<file path="src/rtl/vip_raw_decode_pkg.sv">
// vrdecode_defs: shared constants and types for the VIP -> raw stream decoder.
// Packet type codes, control-packet nibble count, FSM state encodings.
package vrdecode_defs;

    localparam logic [3:0] VIP_PKT_VIDEO = 4'h0;
    localparam logic [3:0] VIP_PKT_CTRL  = 4'hF;
    localparam logic [3:0] CTRL_NIBBLES  = 4'd9;

    localparam logic [1:0] ST_IDLE    = 2'd0;
    localparam logic [1:0] ST_CTRL    = 2'd1;
    localparam logic [1:0] ST_VIDEO   = 2'd2;
    localparam logic [1:0] ST_DISCARD = 2'd3;

    // Nine captured nibbles, oldest first: width, height, interlace.
    typedef struct packed {
        logic [15:0] width;
        logic [15:0] height;
        logic [3:0]  interlaced;
    } vip_ctrl_t;

endpackage

</file>
<file path="src/rtl/vip_raw_decode_if.sv">
// vip_raw_decode_if: Avalon-ST bundle (data/valid/sop/eop/ready).
// master drives data/valid/sop/eop and samples ready; slave is the reverse.
interface vip_raw_decode_if #(
    parameter int DATA_WIDTH = 8
);
    logic [DATA_WIDTH-1:0] data;
    logic                  valid;
    logic                  startofpacket;
    logic                  endofpacket;
    logic                  ready;

    modport master (
        output data, valid, startofpacket, endofpacket,
        input  ready
    );

    modport slave (
        input  data, valid, startofpacket, endofpacket,
        output ready
    );
endinterface

</file>
<file path="src/rtl/vip_raw_decode_ctrl_parse.sv">
// vrdecode_ctrl_parse: captures the 9 control nibbles and commits im_*.
// In: clk, rst_n, start (header seen), beat (ctrl payload beat), eop, nibble.
// Out: im_width, im_height, im_interlaced, ctrl_update (1-cycle pulse).
module vrdecode_ctrl_parse
    import vrdecode_defs::*;
#(
    parameter logic [15:0] VIP_WIDTH      = 16'd720,
    parameter logic [15:0] VIP_HEIGHT     = 16'd576,
    parameter logic [3:0]  VIP_INTERLACED = 4'b0010
) (
    input  logic        vst_clk,
    input  logic        vst_rst_n,
    input  logic        start,
    input  logic        beat,
    input  logic        eop,
    input  logic [3:0]  nibble,
    output logic [15:0] im_width,
    output logic [15:0] im_height,
    output logic [3:0]  im_interlaced,
    output logic        ctrl_update
);

    logic [3:0]  cnt;
    logic [3:0]  cnt_nx;
    logic [35:0] sh;
    logic [35:0] sh_nx;
    logic        cap;
    logic        commit;
    vip_ctrl_t   fld;

    // Beats past the ninth nibble are ignored; the EOP beat itself may be
    // the ninth capture, so completeness is judged on the next count.
    always_comb begin
        cap    = beat && (cnt < CTRL_NIBBLES);
        cnt_nx = cap ? cnt + 4'd1 : cnt;
        sh_nx  = cap ? {sh[31:0], nibble} : sh;
        commit = beat && eop && (cnt_nx == CTRL_NIBBLES);
        fld    = sh_nx;
    end

    always_ff @(posedge vst_clk or negedge vst_rst_n) begin
        if (!vst_rst_n) begin
            cnt           <= '0;
            sh            <= '0;
            im_width      <= VIP_WIDTH;
            im_height     <= VIP_HEIGHT;
            im_interlaced <= VIP_INTERLACED;
            ctrl_update   <= 1'b0;
        end else begin
            ctrl_update <= commit;
            if (start) begin
                cnt <= '0;
            end else if (cap) begin
                cnt <= cnt_nx;
                sh  <= sh_nx;
            end
            if (commit) begin
                im_width      <= fld.width;
                im_height     <= fld.height;
                im_interlaced <= fld.interlaced;
            end
        end
    end

endmodule

</file>
<file path="src/rtl/vip_raw_decode.sv">
// vip_raw_decode: VIP Avalon-ST in (din) -> raw SOP/EOP pixel stream (raw).
// Ports: vst_clk, vst_rst_n, din (slave), raw (master), im_width/height/
// interlaced, ctrl_update, frame_err (only with PIXEL_CHECK_EN defined).
module vip_raw_decode
    import vrdecode_defs::*;
#(
    parameter int          DATA_WIDTH     = 8,
    parameter int          DATA_BITS      = 8,
    parameter logic [15:0] VIP_WIDTH      = 16'd720,
    parameter logic [15:0] VIP_HEIGHT     = 16'd576,
    parameter logic [3:0]  VIP_INTERLACED = 4'b0010
) (
    input  logic               vst_clk,
    input  logic               vst_rst_n,
    vip_raw_decode_if.slave    din,
    vip_raw_decode_if.master   raw,
    output logic [15:0]        im_width,
    output logic [15:0]        im_height,
    output logic [3:0]         im_interlaced,
    output logic               ctrl_update
`ifdef PIXEL_CHECK_EN
    ,
    output logic               frame_err
`endif
);

    logic [1:0] state;
    logic [1:0] state_nx;
    logic [3:0] nib;
    logic       acc;
    logic       hdr;
    logic       body;
    logic       fwd;
    logic       load;
    logic       first;

    // Control nibble and packet type live in the low bits of symbol 0.
    assign nib  = 4'(din.data[DATA_BITS-1:0]);
    assign load = !raw.valid || raw.ready;

    assign din.ready = (state != ST_VIDEO) || load;

    assign acc  = din.valid && din.ready;
    assign hdr  = acc && din.startofpacket;
    assign body = acc && !din.startofpacket;
    assign fwd  = body && (state == ST_VIDEO);

    // Any SOP is a header, whatever state we are in; that is also
    // how a packet in flight gets aborted.
    always_comb begin
        state_nx = state;
        if (hdr) begin
            if (din.endofpacket)
                state_nx = ST_IDLE;
            else if (nib == VIP_PKT_CTRL)
                state_nx = ST_CTRL;
            else if (nib == VIP_PKT_VIDEO)
                state_nx = ST_VIDEO;
            else
                state_nx = ST_DISCARD;
        end else if (body && din.endofpacket) begin
            state_nx = ST_IDLE;
        end
    end

    always_ff @(posedge vst_clk or negedge vst_rst_n) begin
        if (!vst_rst_n) begin
            state <= ST_IDLE;
            first <= 1'b0;
        end else begin
            state <= state_nx;
            if (hdr)
                first <= 1'b1;
            else if (fwd)
                first <= 1'b0;
        end
    end

    // Single output register; in VIDEO din is only accepted when it can load.
    always_ff @(posedge vst_clk or negedge vst_rst_n) begin
        if (!vst_rst_n) begin
            raw.valid         <= 1'b0;
            raw.startofpacket <= 1'b0;
            raw.endofpacket   <= 1'b0;
            raw.data          <= '0;
        end else if (load) begin
            raw.valid         <= fwd;
            raw.startofpacket <= fwd && first;
            raw.endofpacket   <= fwd && din.endofpacket;
            if (fwd)
                raw.data <= din.data;
        end
    end

    vrdecode_ctrl_parse #(
        .VIP_WIDTH      (VIP_WIDTH),
        .VIP_HEIGHT     (VIP_HEIGHT),
        .VIP_INTERLACED (VIP_INTERLACED)
    ) u_ctrl (
        .vst_clk       (vst_clk),
        .vst_rst_n     (vst_rst_n),
        .start         (hdr),
        .beat          (body && (state == ST_CTRL)),
        .eop           (din.endofpacket),
        .nibble        (nib),
        .im_width      (im_width),
        .im_height     (im_height),
        .im_interlaced (im_interlaced),
        .ctrl_update   (ctrl_update)
    );

`ifdef PIXEL_CHECK_EN
    logic [31:0] pix_cnt;
    logic [31:0] pix_exp;
    logic [31:0] pix_cnt_nx;

    assign pix_exp    = {16'd0, im_width} * {16'd0, im_height};
    assign pix_cnt_nx = pix_cnt + 32'd1;

    always_ff @(posedge vst_clk or negedge vst_rst_n) begin
        if (!vst_rst_n) begin
            pix_cnt   <= '0;
            frame_err <= 1'b0;
        end else begin
            if (hdr)
                pix_cnt <= '0;
            else if (fwd)
                pix_cnt <= pix_cnt_nx;
            frame_err <= (fwd && din.endofpacket && (pix_cnt_nx != pix_exp))
                       || (hdr && (state == ST_VIDEO));
        end
    end
`endif

endmodule

</file>
<file path="src/flat_wrapper.sv">
// flat-port wrapper written by rule: the top's interface ports become plain ports
module vip_raw_decode_flat import vrdecode_defs::*;
#(
    parameter int          DATA_WIDTH     = 8,
    parameter int          DATA_BITS      = 8,
    parameter logic [15:0] VIP_WIDTH      = 16'd720,
    parameter logic [15:0] VIP_HEIGHT     = 16'd576,
    parameter logic [3:0]  VIP_INTERLACED = 4'b0010
)
  (vst_clk, vst_rst_n, im_width, im_height, im_interlaced, ctrl_update, din_data, din_valid, din_startofpacket, din_endofpacket, din_ready, raw_data, raw_valid, raw_startofpacket, raw_endofpacket, raw_ready);
  vip_raw_decode_if #(.DATA_WIDTH(DATA_WIDTH)) din_i ();
  vip_raw_decode_if #(.DATA_WIDTH(DATA_WIDTH)) raw_i ();
  input  logic vst_clk;
  input  logic vst_rst_n;
  output logic [15:0] im_width;
  output logic [15:0] im_height;
  output logic [3:0] im_interlaced;
  output logic ctrl_update;
  input wire logic [$bits(din_i.data)-1:0] din_data;
  input wire logic [$bits(din_i.valid)-1:0] din_valid;
  input wire logic [$bits(din_i.startofpacket)-1:0] din_startofpacket;
  input wire logic [$bits(din_i.endofpacket)-1:0] din_endofpacket;
  output wire logic [$bits(din_i.ready)-1:0] din_ready;
  output wire logic [$bits(raw_i.data)-1:0] raw_data;
  output wire logic [$bits(raw_i.valid)-1:0] raw_valid;
  output wire logic [$bits(raw_i.startofpacket)-1:0] raw_startofpacket;
  output wire logic [$bits(raw_i.endofpacket)-1:0] raw_endofpacket;
  input wire logic [$bits(raw_i.ready)-1:0] raw_ready;
  assign din_i.data = din_data;
  assign din_i.valid = din_valid;
  assign din_i.startofpacket = din_startofpacket;
  assign din_i.endofpacket = din_endofpacket;
  assign din_ready = din_i.ready;
  assign raw_data = raw_i.data;
  assign raw_valid = raw_i.valid;
  assign raw_startofpacket = raw_i.startofpacket;
  assign raw_endofpacket = raw_i.endofpacket;
  assign raw_i.ready = raw_ready;
  vip_raw_decode #(.DATA_WIDTH(DATA_WIDTH), .DATA_BITS(DATA_BITS), .VIP_WIDTH(VIP_WIDTH), .VIP_HEIGHT(VIP_HEIGHT), .VIP_INTERLACED(VIP_INTERLACED)) u_core (.vst_clk(vst_clk), .vst_rst_n(vst_rst_n), .din(din_i), .raw(raw_i), .im_width(im_width), .im_height(im_height), .im_interlaced(im_interlaced), .ctrl_update(ctrl_update));
endmodule
</file>
<file path="config.mk">
export PLATFORM = sky130hd
export DESIGN_NAME = vip_raw_decode_flat
export DESIGN_NICKNAME = d
export VERILOG_FILES = /design/src/rtl/vip_raw_decode_pkg.sv /design/src/rtl/vip_raw_decode_if.sv /design/src/rtl/vip_raw_decode_ctrl_parse.sv /design/src/rtl/vip_raw_decode.sv /design/src/flat_wrapper.sv
export SDC_FILE = /design/constraint.sdc
export NUM_CORES = 1
export LEC_CHECK = 0
export CAP_MARGIN = 20
export CORE_MARGIN = 10
export CORE_UTILIZATION = 53
export CTS_BUF_LIST = sky130_fd_sc_hd__clkbuf_16
export CTS_CLUSTER_SIZE = 8
export DETAILED_ROUTE_END_ITERATION = 10
export PLACE_DENSITY = 0.8
export SYNTH_ARGS = -nofsm -noshare
export SYNTH_HDL_FRONTEND = slang
export SYNTH_HIERARCHICAL = 1
export SYNTH_SLANG_ARGS = --single-unit
</file>
<file path="constraint.sdc">
create_clock -name vst_clk -period 3.4 [get_ports vst_clk]
set_input_delay 0.51 -clock vst_clk [delete_from_list [all_inputs] [get_ports vst_clk]]
set_output_delay 0.51 -clock vst_clk [all_outputs]
set_load 0.05 [all_outputs]
</file>
# == After elaboration in Yosys (flattened, before gate mapping) ==
# Index checks and enable logic that the tools add are counted.
# classes
add_sub_neg,1
magnitude_cmp,1
eq_ne,5
n_mux,11
n_bitwise,1
n_reduce_logical,21
# op_table
op,count
two-way mux 36 bit,1
two-way mux 4 bit,3
logical AND 1 bit,11
== test 4 bit (second input constant),2
two-way mux 2 bit,4
nonzero test 2 bit,3
adder 4 x 1 -> 4 bit (second input constant),1
logical NOT 4 bit,1
< comparator 4 bit (second input constant),1
AND reduction 2 bit,2
two-way mux 1 bit,3
== test 2 x 1 -> 1 bit (second input constant),1
== test 2 bit (second input constant),1
logical NOT 1 bit,2
logical OR 1 bit,2
!= test 2 bit (second input constant),1
inverter 1 bit,1
# totals
regBits,91
in_bits,14

# == Longest topological paths before layout ==
# Gate-level depths: netlist (run 1).
# logic_depth
ltp_word,10
ltp_mapped,8
depth_no_buf,6

# == Hierarchy ==
# Netlist (run 1), hierarchy kept.
# by_module_without_submodules
module,instances,cells_per_inst,area_each_um2,seq_area_each_um2
vrdecode_ctrl_parse,1,220,3409.5,1935.6
vip_raw_decode,1,43,616.8,350.3

# == Worst setup path before layout (run 1) ==
# OpenSTA, ideal clock, no wires.
# synth_path
kind,flip-flop to flip-flop
startpoint,register u_core.raw.valid
endpoint,register u_core.u_ctrl.sh[10]
arrival_time_ns,2.808
required_time_ns,3.275
path_slack_ns,0.467
stages_incl_launch_ff,6
cell_sequence,dfrtp_1 > nand4bb_1 > and3_1 > nor2_1 > buf_2 > mux2_2
# synth_rtl
element,line,text
"start, declared",vip_raw_decode_if.sv:13,"output data, valid, startofpacket, endofpacket,"
"start signal, assigned",vip_raw_decode.sv:87,raw.valid <= fwd;
logical NOT 1 bit,vip_raw_decode.sv:39,assign load = !raw.valid || raw.ready;
logical OR 1 bit,vip_raw_decode.sv:39,
logical OR 1 bit,vip_raw_decode.sv:41,assign din.ready = (state != ST_VIDEO) || load;
net din_ready,flat_wrapper.sv:23,output wire logic [$bits(din_i.ready)-1:0] din_ready;
logical AND 1 bit,vip_raw_decode.sv:43,assign acc = din.valid && din.ready;
logical AND 1 bit,vip_raw_decode.sv:44,assign hdr = acc && din.startofpacket;
net u_core.hdr,vip_raw_decode.sv:31,logic hdr;
inverter 1 bit (no source line),n/a,
AND reduction 2 bit (no source line),n/a,
"end signal, assigned",vip_raw_decode_ctrl_parse.sv:55,sh <= sh_nx;
"end, declared",vip_raw_decode_ctrl_parse.sv:25,logic [35:0] sh;
# The timed path passes the listed nets, and every way through them passes these cells.
# A chain may end at the register's enable or synchronous reset.

# == Final worst setup path (run 1) ==
# layout_path
startpoint,input din_startofpacket
endpoint,register u_core.u_ctrl.im_height[8]
# layout_via
elab_chain_cells,7
# layout_rtl
element,line,text
"start, declared",flat_wrapper.sv:21,input wire logic [$bits(din_i.startofpacket)-1:0] din_startofpacket;
logical NOT 1 bit (*),vip_raw_decode.sv:45,assign body = acc && !din.startofpacket;
logical AND 1 bit (*),vip_raw_decode.sv:45,
logical AND 1 bit (*),vip_raw_decode.sv:103,".beat (body && (state == ST_CTRL)),"
logical AND 1 bit,vip_raw_decode_ctrl_parse.sv:34,cap = beat && (cnt < CTRL_NIBBLES);
two-way mux 4 bit,vip_raw_decode_ctrl_parse.sv:35,cnt_nx = cap ? cnt + 4'd1 : cnt;
== test 4 bit,vip_raw_decode_ctrl_parse.sv:37,commit = beat && eop && (cnt_nx == CTRL_NIBBLES);
logical AND 1 bit,vip_raw_decode_ctrl_parse.sv:37,
"end signal, assigned",vip_raw_decode_ctrl_parse.sv:59,im_height <= fld.height;
"end, declared",vip_raw_decode_ctrl_parse.sv:18,"output logic [15:0] im_height,"
# Every way passes the cells marked *; elsewhere a longest branch is shown, timed or not.

==> results of run 1 <==
placed cells by master, fill, tap and decap left out, types with 2 or more instances in the layout:
master	Yosys	final
clkdlybuf4s50_1	0	61
o211ai_1	2	2
mux2_4	7	7
nor2_1	4	3
a21oi_1	4	4
nand4_1	3	3
clkbuf_16	0	9
nand2_1	5	5
buf_4	0	5
a32o_1	2	2
dfstp_2	7	7
mux2_1	3	3
inv_1	5	5
dfrtp_1	84	84
inv_6	0	3
ha_1	2	2
mux2_2	106	106
metal layers:
metal / routed length [µm] / part of all wire (%)
met1: 3370 / 44
met3: 218 / 2.8
met5: 0 / 0
met2: 4040 / 52
met4: 115 / 1.5
power by group through the flow:
stage               clock network, µW  registers (µW)  logic [µW]
floorplan                           0            1410         223
global placement                    0            1300         499
detailed placement                  0            1310         514
CTS                               949            1290         518
global route                      996            1310         543
finish                            923            1290         511
layout make-up:
cell class,count,share of cell area (%)
clock buffers,9,4.47
clock inverters,7,1.02
inverters,5,0.372
multi-input cells,156,32.9
flip-flops and latches,91,45.4
well taps,99,2.46
repair buffers,67,13.4
worst max-delay path, delay by kind of cell:
kind            cells  cell delay, ns
compound gates      2            0.72
buf+inv             2            0.82
mux                 1            0.38
simple gates        1            0.40
logic make-up after synthesis:
kind of cell,share of synthesized area (%)
AO/OA/AOI/OAI,3.05
XOR/XNOR,0.218
AND/OR/NAND/NOR,3.48
flip-flops,56.8
adder cells (fa/ha/maj),0.621
multiplexers,33.3
buffers and inverters,2.52
registers in the layout, indices dropped and copies added, names as in the netlist:
name	count
u_core/u_ctrl/im_interlaced	4
u_core/raw.valid	1
u_core/state	2
u_core/raw.data	8
u_core/u_ctrl/ctrl_update	1
u_core/raw.startofpacket	1
u_core/u_ctrl/im_width	16
u_core/raw.endofpacket	1
u_core/u_ctrl/im_height	16
u_core/first	1
u_core/u_ctrl/sh	36
u_core/u_ctrl/cnt	4
how the worst max path moves through the flow:
stage / end / from
final: u_core/u_ctrl/im_height[8]$_DFFE_PN0P_ / din_startofpacket
after CTS: u_core/u_ctrl/im_height[8]$_DFFE_PN0P_ / din_startofpacket
after floorplan: u_core/u_ctrl/sh[10]$_DFFE_PN0P_ / u_core/raw.valid$_DFFE_PN0P_
after global routing: u_core/u_ctrl/im_height[4]$_DFFE_PN0P_ / din_startofpacket
after global placement: u_core/u_ctrl/im_height[11]$_DFFE_PN0P_ / din_startofpacket
after detailed placement: u_core/u_ctrl/im_interlaced[2]$_DFFE_PN0P_ / din_startofpacket
per-stage QoR:
step | hold WS [ns] | util [%] | setup WS (ns) | instances | instance area, µm²
final | 0.0672 | 68.7 | 0.772 | 434 | 5040
after detailed placement | 0.427 | 65.0 | 0.423 | 418 | 4760
after floorplan | 0.214 | - | 0.467 | 263 | 4030
after global routing | 0.0818 | 68.7 | 0.679 | 434 | 5040
after CTS | 0.0672 | 68.7 | 0.784 | 434 | 5040
after global placement | 0.463 | 64.6 | 0.480 | 417 | 4730
==> out/metrics.yaml, run 1 <==
die_h_um: 107
drive_gt1_share_pct: 44.2
drt-vias-per-instance: 5.38
start_util_pct: 54.9
globalRoute.totalOverflow: 0
multi_input_area_mm2: 0.00166
rsz0062_at_grt: "false"
ys_types: 34
p_total_uw: 2720
rr_startpoint: "u_core/u_ctrl/cnt[0]$_DFFE_PN0P_"
wire_per_inst_um: 17.9
ff2ff_path_depth: 7
num-fill-cells: 512
comb_power_share_pct: 18.7
cts_setup_buffers: 0
antenna_found_initial: 0
fin_skew_ns: 0.0100
busiest_layer: "met2"
syn_inst: 263
slowest_stage: "clkdlybuf4s50_1"
startpoint_type: "input port"
synth-main-ff-cell: "dfrtp_1"
clock_power_share_pct: 33.9
p_leak_uw: 0.00235
final.period_utilization_pct: 77.3
r2r_end: "u_core/u_ctrl/im_height[8]$_DFFE_PN0P_"
power.switching_uw: 778
slew-limit-headroom_pct: 64.4
grt_pass1_wl_um: 12900
synthArstFlopShare_pct: 100
htree_num_levels: 3
use_met1_pct: 17.2
hp-class: "input port to async pin"
cts_sinks: 91
pin_count: 63
max-cap-violations: 0
worst_pin_slew_ns: 0.533
drt_iter0_drc: 86
r2r_slack_ns: 0.89
ys_warn_count: 6
drtAntennaViolNets: 0
setup_viol: 0
path_clk_slew_ns: 0.06
vias: 2336
drt_wl_total_um: 7750
seq_area_mm2: 0.00229
syn_to_final_growth_pct: 25.1
fmax_mhz: 381
arrival_ns: 2.84
syn_area_mm2: 0.00403
die-area_mm2: 0.0115
end_kind: "flip-flop"
ctsHoldBuffers: 0
tns_ns: 0
synth_top_cell_by_area: "dfrtp_1"
critical_path_class: "input port to flip-flop"
required_ns: 3.62
insertion_delay_ns: 0.34
fin_nets: 346
synthTopCellsByArea: "dfrtp_1 (52%), mux2_2 (30%), dfstp_2 (4.6%)"
yosysMostFrequentCell: "mux2_2"
grt_max_degree: 71
switching_share_pct: 28.5
io_buffers: 62
synth_area_per_cell_um2: 15.3
syn_nets: 279
hpwl_um: 5270
yosys_register_bits: 91
post_cts_resize_count: 0
cpPeakStageDelay_ns: 0.45
grt_use_total_pct: 13.9
cts_tree: "yes"
drc: 0
use_met2_pct: 23.2
vdd_drop_max_uv: 314
clock_path_buffers: 2
synth_top_area_share_pct: 52.2
post-route-min-period_ns: 2.63
n_antenna_cell: 0
gp_congestion: 0.702
synth_edf_count: 0
drv_slew: 0
seqPwrFrac_pct: 47.4
status: "finished, final reports clean"
grt_use_met3_pct: 2.40
cp_cell_sequence: "clkdlybuf4s50_1 > and4bb_2 > a21bo_2 > a2111oi_4 > buf_4 > mux2_2"
num_rows: 31
cts_buffers: 9
internal_power_uw: 1950
hold_viol: 0
ys_seq_area_share_pct: 56.8
cts_root_buf: "clkbuf_16"
core_mm2: 0.00733
die_w_um: 107
worstPathMaxFanout: 24
synth_common_cells: "mux2_2 (106), dfrtp_1 (84), dfstp_2 (7), mux2_4 (7)"
first_pass_iters: 4
grt_pass1_vias: 2506
p_per_area_mw_per_mm2: 541
(Power assumes the default switching activity.)
==> run 2: changes to the inputs <==
==> constraint.sdc (replaced) <==
create_clock -name vst_clk -period 2.56 [get_ports vst_clk]
set_input_delay 0.384 -clock vst_clk [delete_from_list [all_inputs] [get_ports vst_clk]]
set_output_delay 0.384 -clock vst_clk [all_outputs]
set_load 0.05 [all_outputs]
==> out/metrics.yaml, run 2 (synthesis results as in run 1) <==
seq_area_mm2: 0.00229  # unchanged
core_mm2: 0.00733  # unchanged
drive_gt1_share_pct: 45.9  # +1.7 points
cts_buffers: 9  # unchanged
insertion_delay_ns: 0.34  # about the same
ctsHoldBuffers: 0  # unchanged
grt_pass1_vias: 2566  # +2.4%
drt_wl_total_um: 7850  # +1.4%
first_pass_iters: 4  # unchanged
largest_reg_flops: 36  # unchanged
drt-vias-per-instance: 5.35  # -0.63%
num-fill-cells: 504  # -1.6%
dr_wl_met2_um: 3960  # -2.1%
r2r_slack_ns: 0.15  # -0.74 ns
post-route-min-period_ns: 2.41
seqPwrFrac_pct: 47.2  # -0.2 points
syn_to_final_growth_pct: 26.9
final.period_utilization_pct: 94.1
pin_count: 63  # unchanged
critical_path_class: "flip-flop to flip-flop"
fin_skew_ns: 0.00673  # -0.00330 ns
clock_path_buffers: 2  # unchanged
gp_congestion: 0.735  # +4.8%
max_flop_register: "u_core/u_ctrl/sh"
drt_iter0_drc: 77  # -10%
fmax_mhz: 415
grt_pass1_wl_um: 13300  # +3.2%
hpwl_um: 5350  # +1.6%
cts_setup_buffers: 0  # unchanged
drtAntennaViolNets: 0  # unchanged
place_inst: 423  # +1.2%
multi_input_area_mm2: 0.00167  # +0.98%
n_antenna_cell: 0  # unchanged
hp-class: "input port to async pin"
slowest_stage: "dfrtp_1"
setup_ws_ns: 0.150  # -0.622 ns
max-cap-violations: 0  # unchanged
worstPathMaxFanout: 21  # -13%
comb_power_share_pct: 18.9  # +0.2 points
grt_use_total_pct: 14.5  # +0.59 points
p_per_area_mw_per_mm2: 712  # +32%
hold_viol: 0  # unchanged
cts_tree: "yes"
fin_cells: 439  # +1.2%
dr.max_layer_used: "met4"
p_leak_uw: 0.00238  # +1.0%
cpPeakStageDelay_ns: 0.45  # about the same
die_w_um: 107  # unchanged
internal_power_uw: 2590  # +33%
drv_slew: 0  # unchanged
vias: 2348  # +0.51%
arrival_ns: 2.63  # -0.21 ns
drc: 0  # unchanged
worst_pin_slew_ns: 0.609  # +0.0761 ns
start_util_pct: 54.9  # unchanged
rsz0062_at_grt: "false"
antenna_found_initial: 0  # unchanged
vdd_drop_max_uv: 393  # +25%
power.switching_uw: 1050  # +34%
io_buffers: 62  # unchanged
end_kind: "flip-flop"
htree_num_levels: 3  # unchanged
path_clk_slew_ns: 0.06  # about the same
clock_power_share_pct: 33.9  # about the same
globalRoute.totalOverflow: 0  # unchanged
cts_root_buf: "clkbuf_16"
slew-limit-headroom_pct: 59.4  # -5.0 points
required_ns: 2.78  # -0.84 ns
post_cts_resize_count: 0  # unchanged
status: "finished, final reports clean"
cp_cell_sequence: "inv_1 > ha_1 > nand2b_4 > a21bo_2 > a2111oi_4 > buf_4 > mux2_2"
wire_per_inst_um: 17.9  # +0.20%
top_regs: "u_core/u_ctrl/sh x36, u_core/u_ctrl/im_height x16, u_core/u_ctrl/im_width x16"
grt_max_degree: 48  # -32%
num_rows: 31  # unchanged
setup_viol: 0  # unchanged
cp_num_buf_inv: 2  # unchanged
startpoint_type: "flip-flop"
fin_nets: 351  # +1.4%
crit_family: "compound AO/OA/AOI/OAI gates"
cts_sinks: 91  # unchanged
layout_common_cells: "mux2_2 (106), dfrtp_1 (84), clkdlybuf4s50_1 (60)"
preCtsSetupSlack_ns: -0.0813  # -0.505 ns
dr_wl_met3_um: 246  # +13%
switching_share_pct: 28.8  # +0.22 points
die-area_mm2: 0.0115  # unchanged
layout_commonest_cell: "mux2_2"
route.layer.met1.wl_um: 3500  # +3.8%
die_h_um: 107  # unchanged
## run 2: changes by cell type in the layout (fill, tap and decap cells not counted)
| cell | change |
|---|---|
| nand4bb_1 | -1 |
| buf_12 | +3 |
| buf_16 | -1 |
| clkinv_4 | +1 |
| nand4bb_4 | +1 |
| buf_4 | +4 |
| inv_6 | -2 |
| clkinvlp_4 | +2 |
| clkdlybuf4s50_1 | -1 |
| clkinv_1 | -1 |
## run 2: layer usage
| metal | vias to the layer above | track usage (%) |
|---|---|---|
| li1 | 1098 | - |
| met1 | 1202 | 18.1 |
| met2 | 37 | 23.5 |
| met3 | 11 | 2.81 |
| met4 | 0 | 6.96 |
| met5 | - | 0 |
## run 2: layout make-up
class / count / share of cell area [%]
well taps: 99 / 2.42
flip-flops and latches: 91 / 44.7
inverters: 5 / 0.367
clock inverters: 7 / 1.05
clock buffers: 9 / 4.41
repair buffers: 72 / 14.3
multi-input cells: 156 / 32.8
## run 2: metrics by stage
stage	util [%]	setup TNS (ns)	area, µm²	total power [µW]	hold slack, ns
floorplan	-	0	4040	2180	0.0884
global placement	65.9	-0.215	4830	2400	0.434
detailed placement	65.9	-1.45	4830	2430	0.437
CTS	69.7	0	5110	3660	0.0763
global route	69.7	0	5110	3790	0.0986
finish	69.7	0	5110	3640	0.0627
## run 2: path summary, 6_finish.rpt
| path | startpoint | to | cells past startpoint |
|---|---|---|---|
| worst max-delay path | u_core/u_ctrl/cnt[0]$_DFFE_PN0P_ | u_core/u_ctrl/im_height[14]$_DFFE_PN0P_ | 7 |
| worst min-delay path | vst_rst_n | u_core/u_ctrl/ctrl_update$_DFF_PN0_ | 1 |
| worst min register to register | u_core/first$_DFFE_PN0P_ | u_core/first$_DFFE_PN0P_ | 1 |
| min in group vst_clk | u_core/first$_DFFE_PN0P_ | u_core/first$_DFFE_PN0P_ | 1 |
| worst max register to register | u_core/u_ctrl/cnt[0]$_DFFE_PN0P_ | u_core/u_ctrl/im_height[14]$_DFFE_PN0P_ | 7 |
| max in group asynchronous | vst_rst_n | u_core/u_ctrl/im_width[6]$_DFFE_PN1P_ | 2 |
## run 2: power by group through the flow
stage / combinational [µW] / sequential (µW) / clock (µW)
2_1_floorplan: 298 / 1880 / 0
3_3_place_gp: 676 / 1730 / 0
3_5_place_dp: 694 / 1740 / 0
4_1_cts: 697 / 1720 / 1250
5_1_grt: 730 / 1740 / 1320
6_report: 686 / 1720 / 1230
